## config.mk

```make
export PLATFORM = sky130hd
export DESIGN_NAME = stopwatch_ctrl
export DESIGN_NICKNAME = d
export VERILOG_FILES = /design/src/rtl/stopwatch_pkg.sv /design/src/rtl/bcd_mod60.sv /design/src/rtl/stopwatch_ctrl.sv
export SDC_FILE = /design/constraint.sdc
export NUM_CORES = 1
export LEC_CHECK = 0
export CAP_MARGIN = 5
export CORE_MARGIN = 5
export CORE_UTILIZATION = 46
export CTS_BUF_LIST = sky130_fd_sc_hd__clkbuf_16
export CTS_CLUSTER_SIZE = 8
export DETAILED_ROUTE_END_ITERATION = 8
export DONT_BUFFER_PORTS = 1
export SETUP_SLACK_MARGIN = 0.15
export SLEW_MARGIN = 20
export SYNTH_ARGS = -nofsm -noshare
export SYNTH_HDL_FRONTEND = slang
export SYNTH_SLANG_ARGS = --single-unit
```

## constraint.sdc

```tcl
create_clock -name CLK -period 2.4 [get_ports CLK]
set_input_delay 0.48 -clock CLK [delete_from_list [all_inputs] [get_ports CLK]]
set_output_delay 0.48 -clock CLK [all_outputs]
set_load 0.02 [all_outputs]
```

## src/rtl/stopwatch_pkg.sv

```systemverilog
// stopwatch_pkg
// Shared definitions for the stopwatch controller and its BCD counters.
//   sw_state_t : controller mode (RUN / PAUSED / ADJUST)
//   BLANK_CODE : non-numeric digit code that the 7-segment mux shows as a dash
//   MAX_TENS / MAX_ONES : last legal value of each BCD digit of a 00..59 field
package stopwatch_pkg;

  typedef enum logic [1:0] {
    RUN    = 2'd0,
    PAUSED = 2'd1,
    ADJUST = 2'd2
  } sw_state_t;

  localparam logic [3:0] BLANK_CODE = 4'hF;
  localparam logic [3:0] MAX_TENS   = 4'd5;
  localparam logic [3:0] MAX_ONES   = 4'd9;

endpackage

```

## src/rtl/bcd_mod60.sv

```systemverilog
// bcd_mod60
// Two-digit BCD counter running 00..59 and wrapping back to 00.
// Ports:
//   CLK   in   system clock
//   RESET in   synchronous, active-high reset (clears to 00)
//   clr   in   synchronous clear to 00, wins over inc
//   inc   in   advance by one
//   ones  out  [3:0] ones digit, 0..9
//   tens  out  [3:0] tens digit, 0..5
//   wrap  out  combinational, high when inc arrives while at 59
module bcd_mod60
  import stopwatch_pkg::*;
(
  input  logic       CLK,
  input  logic       RESET,
  input  logic       clr,
  input  logic       inc,
  output logic [3:0] ones,
  output logic [3:0] tens,
  output logic       wrap
);

  logic at_max;

  assign at_max = (ones == MAX_ONES) && (tens == MAX_TENS);
  assign wrap   = inc && at_max;

  always_ff @(posedge CLK) begin
    if (RESET || clr) begin
      ones <= '0;
      tens <= '0;
    end else if (inc) begin
      if (ones == MAX_ONES) begin
        ones <= '0;
        tens <= (tens == MAX_TENS) ? 4'd0 : tens + 4'd1;
      end else begin
        ones <= ones + 4'd1;
      end
    end
  end

endmodule

```

## src/rtl/stopwatch_ctrl.sv

```systemverilog
// stopwatch_ctrl
// Run/pause/adjust controller for the stopwatch. Owns the MM:SS BCD time,
// sequences it from internal prescalers and drives the four digit inputs of
// the 7-segment multiplexer, blanking the selected field while adjusting.
// Ports:
//   CLK       in   system clock
//   RESET     in   synchronous, active-high reset
//   BTN_PAUSE in   single-cycle pulse, toggles RUN/PAUSED (ignored in ADJUST)
//   BTN_RST   in   single-cycle pulse, clears time to 00:00
//   ADJ       in   level, 1 = adjust mode
//   SEL       in   level, adjust field: 0 = minutes, 1 = seconds
//   d0..d3    out  [3:0] seconds ones, seconds tens, minutes ones, minutes tens
//   running   out  1 while in RUN
module stopwatch_ctrl
  import stopwatch_pkg::*;
#(
  parameter int unsigned TICK_DIV  = 100_000_000,
  parameter int unsigned FAST_DIV  = 50_000_000,
  parameter int unsigned BLINK_DIV = 25_000_000
) (
  input  logic       CLK,
  input  logic       RESET,
  input  logic       BTN_PAUSE,
  input  logic       BTN_RST,
  input  logic       ADJ,
  input  logic       SEL,
  output logic [3:0] d0,
  output logic [3:0] d1,
  output logic [3:0] d2,
  output logic [3:0] d3,
  output logic       running
);

  localparam int TW = (TICK_DIV  > 1) ? $clog2(TICK_DIV)  : 1;
  localparam int FW = (FAST_DIV  > 1) ? $clog2(FAST_DIV)  : 1;
  localparam int BW = (BLINK_DIV > 1) ? $clog2(BLINK_DIV) : 1;

  localparam logic [TW-1:0] TICK_LAST  = TW'(TICK_DIV - 1);
  localparam logic [FW-1:0] FAST_LAST  = FW'(FAST_DIV - 1);
  localparam logic [BW-1:0] BLINK_LAST = BW'(BLINK_DIV - 1);

  sw_state_t     state;
  sw_state_t     state_next;

  logic [TW-1:0] sec_pre;
  logic [FW-1:0] fast_pre;
  logic [BW-1:0] blink_cnt;
  logic          blink_phase;
  logic          blink_phase_next;

  logic          sel_q;
  logic          sel_chg;
  logic          sec_tick;
  logic          fast_wrap;

  logic          sec_inc;
  logic          min_inc;
  logic          sec_wrap;
  logic          min_wrap;
  logic [3:0]    sec_ones;
  logic [3:0]    sec_tens;
  logic [3:0]    min_ones;
  logic [3:0]    min_tens;

  logic          blank_min;
  logic          blank_sec;

  // State register.
  always_ff @(posedge CLK) begin
    if (RESET) begin
      state <= PAUSED;
    end else begin
      state <= state_next;
    end
  end

  // Next-state logic: ADJ dominates, leaving ADJUST always lands in PAUSED.
  always_comb begin
    state_next = state;
    if (ADJ) begin
      state_next = ADJUST;
    end else if (state == ADJUST) begin
      state_next = PAUSED;
    end else if (BTN_PAUSE) begin
      state_next = (state == RUN) ? PAUSED : RUN;
    end
  end

  // Second prescaler only advances in RUN, so a pause keeps the sub-second
  // phase and resuming finishes the interrupted second first.
  assign sec_tick = (state == RUN) && (sec_pre == TICK_LAST);

  always_ff @(posedge CLK) begin
    if (RESET || BTN_RST) begin
      sec_pre <= '0;
    end else if (state == RUN) begin
      sec_pre <= sec_tick ? '0 : sec_pre + TW'(1);
    end
  end

  // Fast prescaler sits at zero outside ADJUST so entry starts a fresh
  // interval; a field switch restarts it and suppresses that cycle's wrap.
  assign sel_chg   = (SEL != sel_q);
  assign fast_wrap = (state == ADJUST) && !sel_chg && (fast_pre == FAST_LAST);

  always_ff @(posedge CLK) begin
    if (RESET) begin
      sel_q    <= 1'b0;
      fast_pre <= '0;
    end else begin
      sel_q <= SEL;
      if ((state != ADJUST) || sel_chg) begin
        fast_pre <= '0;
      end else begin
        fast_pre <= fast_wrap ? '0 : fast_pre + FW'(1);
      end
    end
  end

  // Free-running blink phase, 1 = digits visible.
  assign blink_phase_next = (blink_cnt == BLINK_LAST) ? ~blink_phase : blink_phase;

  always_ff @(posedge CLK) begin
    if (RESET) begin
      blink_cnt   <= '0;
      blink_phase <= 1'b1;
    end else begin
      blink_cnt   <= (blink_cnt == BLINK_LAST) ? '0 : blink_cnt + BW'(1);
      blink_phase <= blink_phase_next;
    end
  end

  // Adjust increments touch only the selected field; no carry between fields.
  assign sec_inc = sec_tick | (fast_wrap & SEL);
  assign min_inc = ((state == RUN) & sec_wrap) | (fast_wrap & ~SEL);

  bcd_mod60 u_seconds (
    .CLK  (CLK),
    .RESET(RESET),
    .clr  (BTN_RST),
    .inc  (sec_inc),
    .ones (sec_ones),
    .tens (sec_tens),
    .wrap (sec_wrap)
  );

  bcd_mod60 u_minutes (
    .CLK  (CLK),
    .RESET(RESET),
    .clr  (BTN_RST),
    .inc  (min_inc),
    .ones (min_ones),
    .tens (min_tens),
    .wrap (min_wrap)
  );

  // Carry out of the minutes field is dropped: 59:59 simply rolls to 00:00.
  logic unused_min_wrap;
  assign unused_min_wrap = min_wrap;

  // Registered status: decided from next-cycle state and phase so the flags
  // change on the same edge as the time registers they qualify.
  always_ff @(posedge CLK) begin
    if (RESET) begin
      running   <= 1'b0;
      blank_min <= 1'b0;
      blank_sec <= 1'b0;
    end else begin
      running   <= (state_next == RUN);
      blank_min <= (state_next == ADJUST) && !blink_phase_next && !SEL;
      blank_sec <= (state_next == ADJUST) && !blink_phase_next &&  SEL;
    end
  end

  // Output selection between flops only: true BCD or the dash code.
  always_comb begin
    d0 = blank_sec ? BLANK_CODE : sec_ones;
    d1 = blank_sec ? BLANK_CODE : sec_tens;
    d2 = blank_min ? BLANK_CODE : min_ones;
    d3 = blank_min ? BLANK_CODE : min_tens;
  end

endmodule

```

Word level (Yosys, flattened, before mapping)
Cells that the tools add are included.
- word-level logic and storage cells: 71
- bits in registers: 101
- add/sub/neg operators: 7
- bitwise logic cells: 7
- eq/ne operators: 11
- reductions and logical operators: 19
- muxes and demuxes: 14
- operators with widths (kind ; number):
    4-bit 2-to-1 mux ; 8
    27-bit by 1-bit adder with 27-bit output, second input constant ; 1
    27-bit equality test, second input constant ; 1
    27-bit 2-to-1 mux ; 1
    26-bit by 1-bit adder with 26-bit output, second input constant ; 1
    26-bit equality test, second input constant ; 1
    25-bit by 1-bit adder with 25-bit output, second input constant ; 1
    25-bit equality test, second input constant ; 1
    4-bit by 1-bit adder with 4-bit output, second input constant ; 4
    4-bit by 3-bit equality test with 1-bit output, second input constant ; 2
    4-bit equality test, second input constant ; 2
    1-bit logical AND ; 8
    2-bit 2-to-1 mux ; 3
    2-bit equality test, second input constant ; 2
    2-bit zero test ; 2
    2-bit AND reduction ; 2
    1-bit AND ; 3
    1-bit zero test ; 3
    3-bit OR reduction ; 1
    1-bit logical OR ; 2
    1-bit 2-to-1 mux ; 2
    2-bit != test, second input constant ; 1
    1-bit NOT ; 2
    1-bit OR ; 2
    2 further kinds ; 2

Longest topological paths before layout
Gate-level depths: netlist (run 1).
- depth in word-level cells: 10
- depth in mapped cells: 8
- depth with buffers taken out: 7

Cells and area by module
Synthesis (run 1) repeated with hierarchy kept, for this count alone.
- cells, all modules: 601
- area, all modules: 5041.1 um2
- by module, submodules not included (module ; cells each ; times used ; area an instance (um2)):
    stopwatch_ctrl ; 507 ; 1 ; 4222.8
    bcd_mod60 ; 47 ; 2 ; 409.1

Worst setup path after synthesis (run 1)
OpenSTA, ideal clock, no wires.
- path type: register to register
- from: register fast_pre[0]
- to: register u_minutes.ones[2]
- arrival time: 1.858 ns
- path slack: 0.427 ns
- buffers on the path: 1
- required time: 2.284 ns
- cell stages (with the launch flop): 9
- cells stage by stage: dfxtp_1 > ha_1 > nand3_1 > or4_4 > o22ai_4 > a22o_1 > buf_6 > a21oi_1 > a31o_1
- word-level cells in the longest chain between the ends: 7
- elaborated cells between the ends (all ways): 8
- classes of those cells: eq/ne: 1; bitwise: 5; reduce/logical: 2
- RTL lines (what ; RTL line ; source):
    start: declaration ; stopwatch_ctrl.sv:46 ; logic [FW-1:0] fast_pre;
    start signal: assignment ; stopwatch_ctrl.sv:115 ; fast_pre <= fast_wrap ? '0 : fast_pre + FW'(1);
    26-bit equality test (*) ; stopwatch_ctrl.sv:104 ; assign fast_wrap = (state == ADJUST) && !sel_chg && (fast_pre == FAST_LAST);
    1-bit logical AND (*) ; stopwatch_ctrl.sv:104 ;
    1-bit AND ; stopwatch_ctrl.sv:134 ; assign sec_inc = sec_tick | (fast_wrap & SEL);
    1-bit OR ; stopwatch_ctrl.sv:134 ;
    1-bit logical AND ; bcd_mod60.sv:26 ; assign wrap = inc && at_max;
    1-bit AND ; stopwatch_ctrl.sv:135 ; assign min_inc = ((state == RUN) & sec_wrap) | (fast_wrap & ~SEL);
    1-bit OR (*) ; stopwatch_ctrl.sv:135 ;
    end signal: assignment ; bcd_mod60.sv:37 ; ones <= ones + 4'd1;
    end: declaration ; bcd_mod60.sv:18 ; output logic [3:0] ones,
Mark *: on every way between the ends. The rest lies on a longest branch, timed or not.
A chain may end at the register's enable or synchronous reset.

Final worst setup path (run 1)
- from: register fast_pre[20]
- to: register u_seconds.tens[3]
- word-level cells in the longest chain between the ends: 5
- RTL lines (what ; RTL line ; source):
    26-bit equality test ; stopwatch_ctrl.sv:104 ;
    1-bit logical AND ; stopwatch_ctrl.sv:104 ;
    1-bit AND ; stopwatch_ctrl.sv:134 ;
    1-bit OR ; stopwatch_ctrl.sv:134 ;
    2-bit AND reduction (no line) ; - ;
    end signal: assignment ; bcd_mod60.sv:35 ; tens <= (tens == MAX_TENS) ? 4'd0 : tens + 4'd1;
    end: declaration ; bcd_mod60.sv:19 ; output logic [3:0] tens,
No other way between the ends.

==> impl_metrics.yaml, run 1 <==
yosys:
  async_flop_share: 0
  yosys-top-cells-count: "102 x nor2_1, 101 x dfxtp_1, 48 x xor2_1"
  ys_types: 53
  ys_ff_latch: 101
  netlist_top_cells_area: "dfxtp_1 44%, xor2_1 9.1%, nor2_1 8.3%"
  synth_warnings: 0
  synth-edff-count: 0
  syn-num-nets: 543
  ys.flop_type: "dfxtp_1"
  synth_area_sq_um: 4640
  synthCells: 534
  yosysTopAreaCell: "dfxtp_1"
  synth_area_per_cell_sq_um: 8.68
  synth_top_area_frac: 0.436
  yosysMostFrequentCell: "nor2_1"
  ys_seq_area_frac: 0.436
global_route:
  grt_util_met3: 0.0279
  grt_pass1_wl_um: 15500
  grtUsageMet1: 0.199
  antenna_found_initial: 0
  busiest_layer: "met2"
  grt_max_degree: 26
  first_global_vias: 3374
  grt_usage: 0.150
  grt_overflow: 0
  use_met2: 0.236
pwr:
  peakVddDrop_mv: 0.394
  power_leakage_nw: 1.78
  p_clk_frac: 0.453
  internal_power_mw: 2.52
  p_per_area_nw_per_um2: 625
  power_mw: 3.21
  p_switching_mw: 0.688
  p_comb_frac: 0.019
  p_seq_frac: 0.528
  switching_share: 0.214
routing:
  ant_nets: 0
  initialDrtViolationCount: 133
  wire_per_inst_um: 12.8
  wl_um: 8660
  vias_per_cell: 5.27
  via_count: 3565
  drcViolationCount: 0
  dr.pass1.iters: 8
floorplanning:
  core-area_sq_um: 9820
  die_y_um: 110
  die_w_um: 110
  die-area_sq_um: 12200
  io_pins: 23
  initial_core_util: 0.472
  rows: 36
finish:
  final_core_util: 0.523
  final_layout_size_suffix_gt1_frac: 0.108
  area_delta_synth_final_pct: 10.8
  diodes: 0
  nets: 548
  fillers: 931
setup_path:
  max_stage_delay_ns: 0.59
  path_buf_inv: 0
  crit_slowest_cell: "or4_4"
  worstPathMaxFanout: 7
  cp_top_family: "simple AND/OR/NAND/NOR gates"
  crit_path_start_kind: "flop"
  crit_type: "flop to flop"
  r2r_setup_slack_ns: 0.28
  worst_ep_required_time_ns: 2.69
  cp-end-kind: "flop"
  cp.arrival_ns: 2.41
  crit_chain: "nand4_2 > or4_4 > o22ai_4 > nand3_2 > or4_1 > nand2_1"
clock_tree:
  numCtsBuffers: 9
  path_clk_slew_ns: 0.07
  cts_root_buf: "clkbuf_16"
  clock-sinks: 101
  clockBufferDepth: 2
  cts_tree: "yes"
  cts_htree_levels: 3
  clk_latency_ns: 0.34
place:
  io_buffers: 0
  dp.final_hpwl_um: 6060
  dp_slack_ns: 0.206
  gp_congestion: 0.787
status:
  outcome: "completed"
timing:
  fmax_mhz: 472
  fin_crit_sh: 0.883
  rsz0062_at_grt: "yes"
  hold_viol: 0
  maxSlewViolCount: 0
  post-route-min-period_ns: 2.12
  setup_violations: 0
  tightest_slew_ns: 0.469
  setup-tns-final_ns: 0
  relSlewSlack: 0.685
  fin_ws_ns: 0.280
  clock_skew_ns: 0.00924
flow_run:
  cap_violations: 0
worst_hold_path:
  hold_path.class: "input port to flop"
final cells by class:
type                            count  area (sq um)  area share
Tap cell                          133           166      0.0324
Timing Repair Buffer               11           108      0.0209
Clock inverter                      7          72.6      0.0141
Sequential cell                   101          2020       0.393
Multi-Input combinational cell    408          2510       0.489
Inverter                            8          30.0     0.00584
Clock buffer                        9           225      0.0438
metal layers:
metal | vias up | share of wire
li1 | 1839 | -
met1 | 1652 | 0.49
met2 | 63 | 0.46
met3 | 11 | 0.032
met4 | 0 | 0.017
met5 | - | 0
sequential cells by signal (all words and copies together), names as in the netlist, 2 cells and up:
name,count
blink_cnt,25
fast_pre,26
sec_pre,27
state,2
u_minutes.ones,4
u_minutes.tens,4
u_seconds.ones,4
u_seconds.tens,4
placed cells by master, fill, tap and decap left out, drive strengths merged, types with 4 or more instances in the layout:
| master | instances |
|---|---|
| buf | 11 |
| a21oi | 6 |
| xor2 | 48 |
| clkbuf | 9 |
| nor2 | 102 |
| mux2i | 4 |
| and4 | 10 |
| nor4b | 7 |
| o21ai | 5 |
| clkinv | 4 |
| and3 | 9 |
| inv | 10 |
| nor3 | 11 |
| nand2 | 42 |
| dfxtp | 101 |
| nor4 | 5 |
| nand3 | 39 |
| and2 | 5 |
| or2 | 19 |
| nand4 | 19 |
| nor3b | 7 |
| xnor2 | 27 |
power groups by stage:
stage / registers (mW) / clock network [mW] / logic, mW
after CTS: 1.70 / 1.50 / 0.0620
after global routing: 1.70 / 1.58 / 0.0693
final: 1.70 / 1.45 / 0.0618
after global placement: 1.73 / 0 / 0.0604
after floorplan: 1.73 / 0 / 0.0478
after detailed placement: 1.73 / 0 / 0.0615
what timing repair did:
item                       CTS  global route
resized for setup            0             2
buffers inserted             0             0
setup endpoints to repair    0             8
hold buffers                 0             0
cells by family (layout without fill, tap and decap cells):
logic type | count (synthesis) | in the layout | synth area share
AND/OR/NAND/NOR | 299 | 299 | 0.340
flip-flops | 101 | 101 | 0.436
XOR/XNOR | 75 | 75 | 0.142
AO/OA/AOI/OAI | 27 | 27 | 0.0426
buffers and inverters | 25 | 35 | 0.0232
multiplexers | 4 | 4 | 0.00863
adder cells (fa/ha/maj) | 3 | 3 | 0.00810
worst paths after layout:
path / start / to / cells past startpoint
setup / recovery: fast_pre[20] / u_seconds.tens[3] / 6
hold / removal: RESET / state[1] / 1
setup reg to reg: fast_pre[20] / u_seconds.tens[3] / 6
hold reg to reg: fast_pre[0] / fast_pre[0] / 1
through the flow:
stage / std cells / instance area (sq um) / hold WS (ns)
after global routing: 677 / 5140 / 0.186
after CTS: 677 / 5130 / 0.187
after floorplan: 534 / 4640 / 0.426
after detailed placement: 661 / 4830 / 0.448
after global placement: 661 / 4830 / 0.440
final: 677 / 5140 / 0.199
No activity file was read; power rests on OpenSTA's default activity.
==> inputs of run 2 (changes only) <==
--- a/config.mk
+++ b/config.mk
@@ -6,6 +6,7 @@
 export NUM_CORES = 1
 export LEC_CHECK = 0
 export CAP_MARGIN = 5
+export CORE_ASPECT_RATIO = 1.25
 export CORE_MARGIN = 5
 export CORE_UTILIZATION = 46
 export CTS_BUF_LIST = sky130_fd_sc_hd__clkbuf_16
==> impl_metrics.yaml, run 2 (synthesis results as in run 1) <==
clock_tree:
  cts_root_buf: "clkbuf_16"
  numCtsBuffers: 9
  cts_htree_levels: 3
  clockBufferDepth: 2
  cts_setup_buffers: 0
  clock-sinks: 101
  path_clk_slew_ns: 0.07
  clk_latency_ns: 0.34
  hold_buffers: 0
  cts_tree: "yes"
floorplanning:
  io_pins: 23
  die-area_sq_um: 12200
  die_y_um: 122
  initial_core_util: 0.464
  rows: 41
  core-area_sq_um: 10000
  die_w_um: 99.8
routing:
  via_count: 3494
  ant_nets: 0
  vias_per_cell: 5.18
  initialDrtViolationCount: 160
  wl_um: 8460
  drcViolationCount: 0
  dr.pass1.iters: 4
  wire_per_inst_um: 12.5
timing:
  fin_ws_ns: 0.273
  rsz0062_at_grt: "yes"
  relSlewSlack: 0.628
  maxSlewViolCount: 0
  setup-tns-final_ns: 0
  fin_crit_sh: 0.886
  hold_viol: 0
  post-route-min-period_ns: 2.13
  setup_violations: 0
  fmax_mhz: 470
  clock_skew_ns: 0.00741
  tightest_slew_ns: 0.554
finish:
  final_layout_size_suffix_gt1_frac: 0.114
  final_cell_mix: "102 x nor2_1, 100 x dfxtp_1, 48 x xor2_1"
  final_core_util: 0.514
  top_register: "sec_pre"
  diodes: 0
  largest_reg_flops: 27
  fillers: 961
  final_common_cell: "nor2_1"
  fin_area_sq_um: 5140
  nets: 549
  top_regs: "sec_pre x27, fast_pre x26, blink_cnt x25"
  area_delta_synth_final_pct: 10.8
setup_path:
  cp-end-kind: "flop"
  worst_ep_required_time_ns: 2.68
  crit_start: "fast_pre[20]"
  crit_path_start_kind: "flop"
  r2r_cells: 7
  r2r_setup_slack_ns: 0.27
  rr_startpoint: "fast_pre[20]"
  cp.arrival_ns: 2.41
  worstPathMaxFanout: 6
  crit_type: "flop to flop"
place:
  dp_slack_ns: 0.122
  gp_congestion: 0.786
  io_buffers: 0
  dp.final_hpwl_um: 5940
  dpl_cell_area_sq_um: 4840
flow_run:
  cap_violations: 0
global_route:
  antenna_found_initial: 0
  grt_max_degree: 27
  grt_usage: 0.147
  grt_pass1_wl_um: 14600
  grt_overflow: 0
  first_global_vias: 3186
worst_hold_path:
  whs_path_depth: 1
  hold_path.class: "input port to flop"
  hp-start: "RESET"
pwr:
  p_per_area_nw_per_um2: 618
  power_leakage_nw: 1.78
  peakVddDrop_mv: 0.334
status:
  outcome: "completed"
==> run 2: cell type report <==
cell class | count | area (sq um) | share of cell area
Inverter | 8 | 30.0 | 0.00584
Clock buffer | 9 | 225 | 0.0438
Tap cell | 129 | 161 | 0.0314
Sequential cell | 101 | 2020 | 0.394
Clock inverter | 7 | 67.6 | 0.0131
Timing Repair Buffer | 12 | 115 | 0.0224
Multi-Input combinational cell | 408 | 2520 | 0.490
==> run 2: repair_timing <==
item | CTS | global route
pin swaps | 0 | 0
endpoints found under the setup margin | 5 | 2
resized for setup | 1 | 3
gates cloned | 0 | 0
==> run 2: metal layers <==
layer,global-route usage,share of wire,vias up,wire length (um)
li1,-,-,1838,-
met1,0.188,0.50,1621,4220
met2,0.242,0.46,28,3870
met3,0.0307,0.027,7,232
met4,0.0572,0.016,0,136
met5,0,0,-,0
==> run 2: stage by stage <==
stage | hold slack, ns | std cells | total power [mW]
floorplan | 0.426 | 534 | 1.78
global placement | 0.440 | 658 | 1.79
detailed placement | 0.452 | 658 | 1.80
CTS | 0.188 | 674 | 3.23
global route | 0.195 | 674 | 3.31
finish | 0.210 | 674 | 3.17
==> run 2: critical path, stage by stage, from the launching register on <==
cell and delay (ns):
dfxtp_1 0.41, nand4_2 0.19, or4_4 0.59, o22ai_4 0.12
buf_4 0.17, nand3_2 0.11, or4_1 0.41, nand2_1 0.07
==> run 2: worst paths after layout <==
| path | to |
|---|---|
| setup / recovery | u_seconds.tens[3] |
| hold / removal | sel_q |
| setup reg to reg | u_seconds.tens[3] |
| hold reg to reg | fast_pre[0] |
==> run 2: where the power goes <==
part	total (mW)	internal, mW	switching [mW]
Clock	1.42	0.802	0.615
Combinational	0.0604	0.0241	0.0363
Sequential	1.70	1.68	0.0117
Total	3.17	2.51	0.663
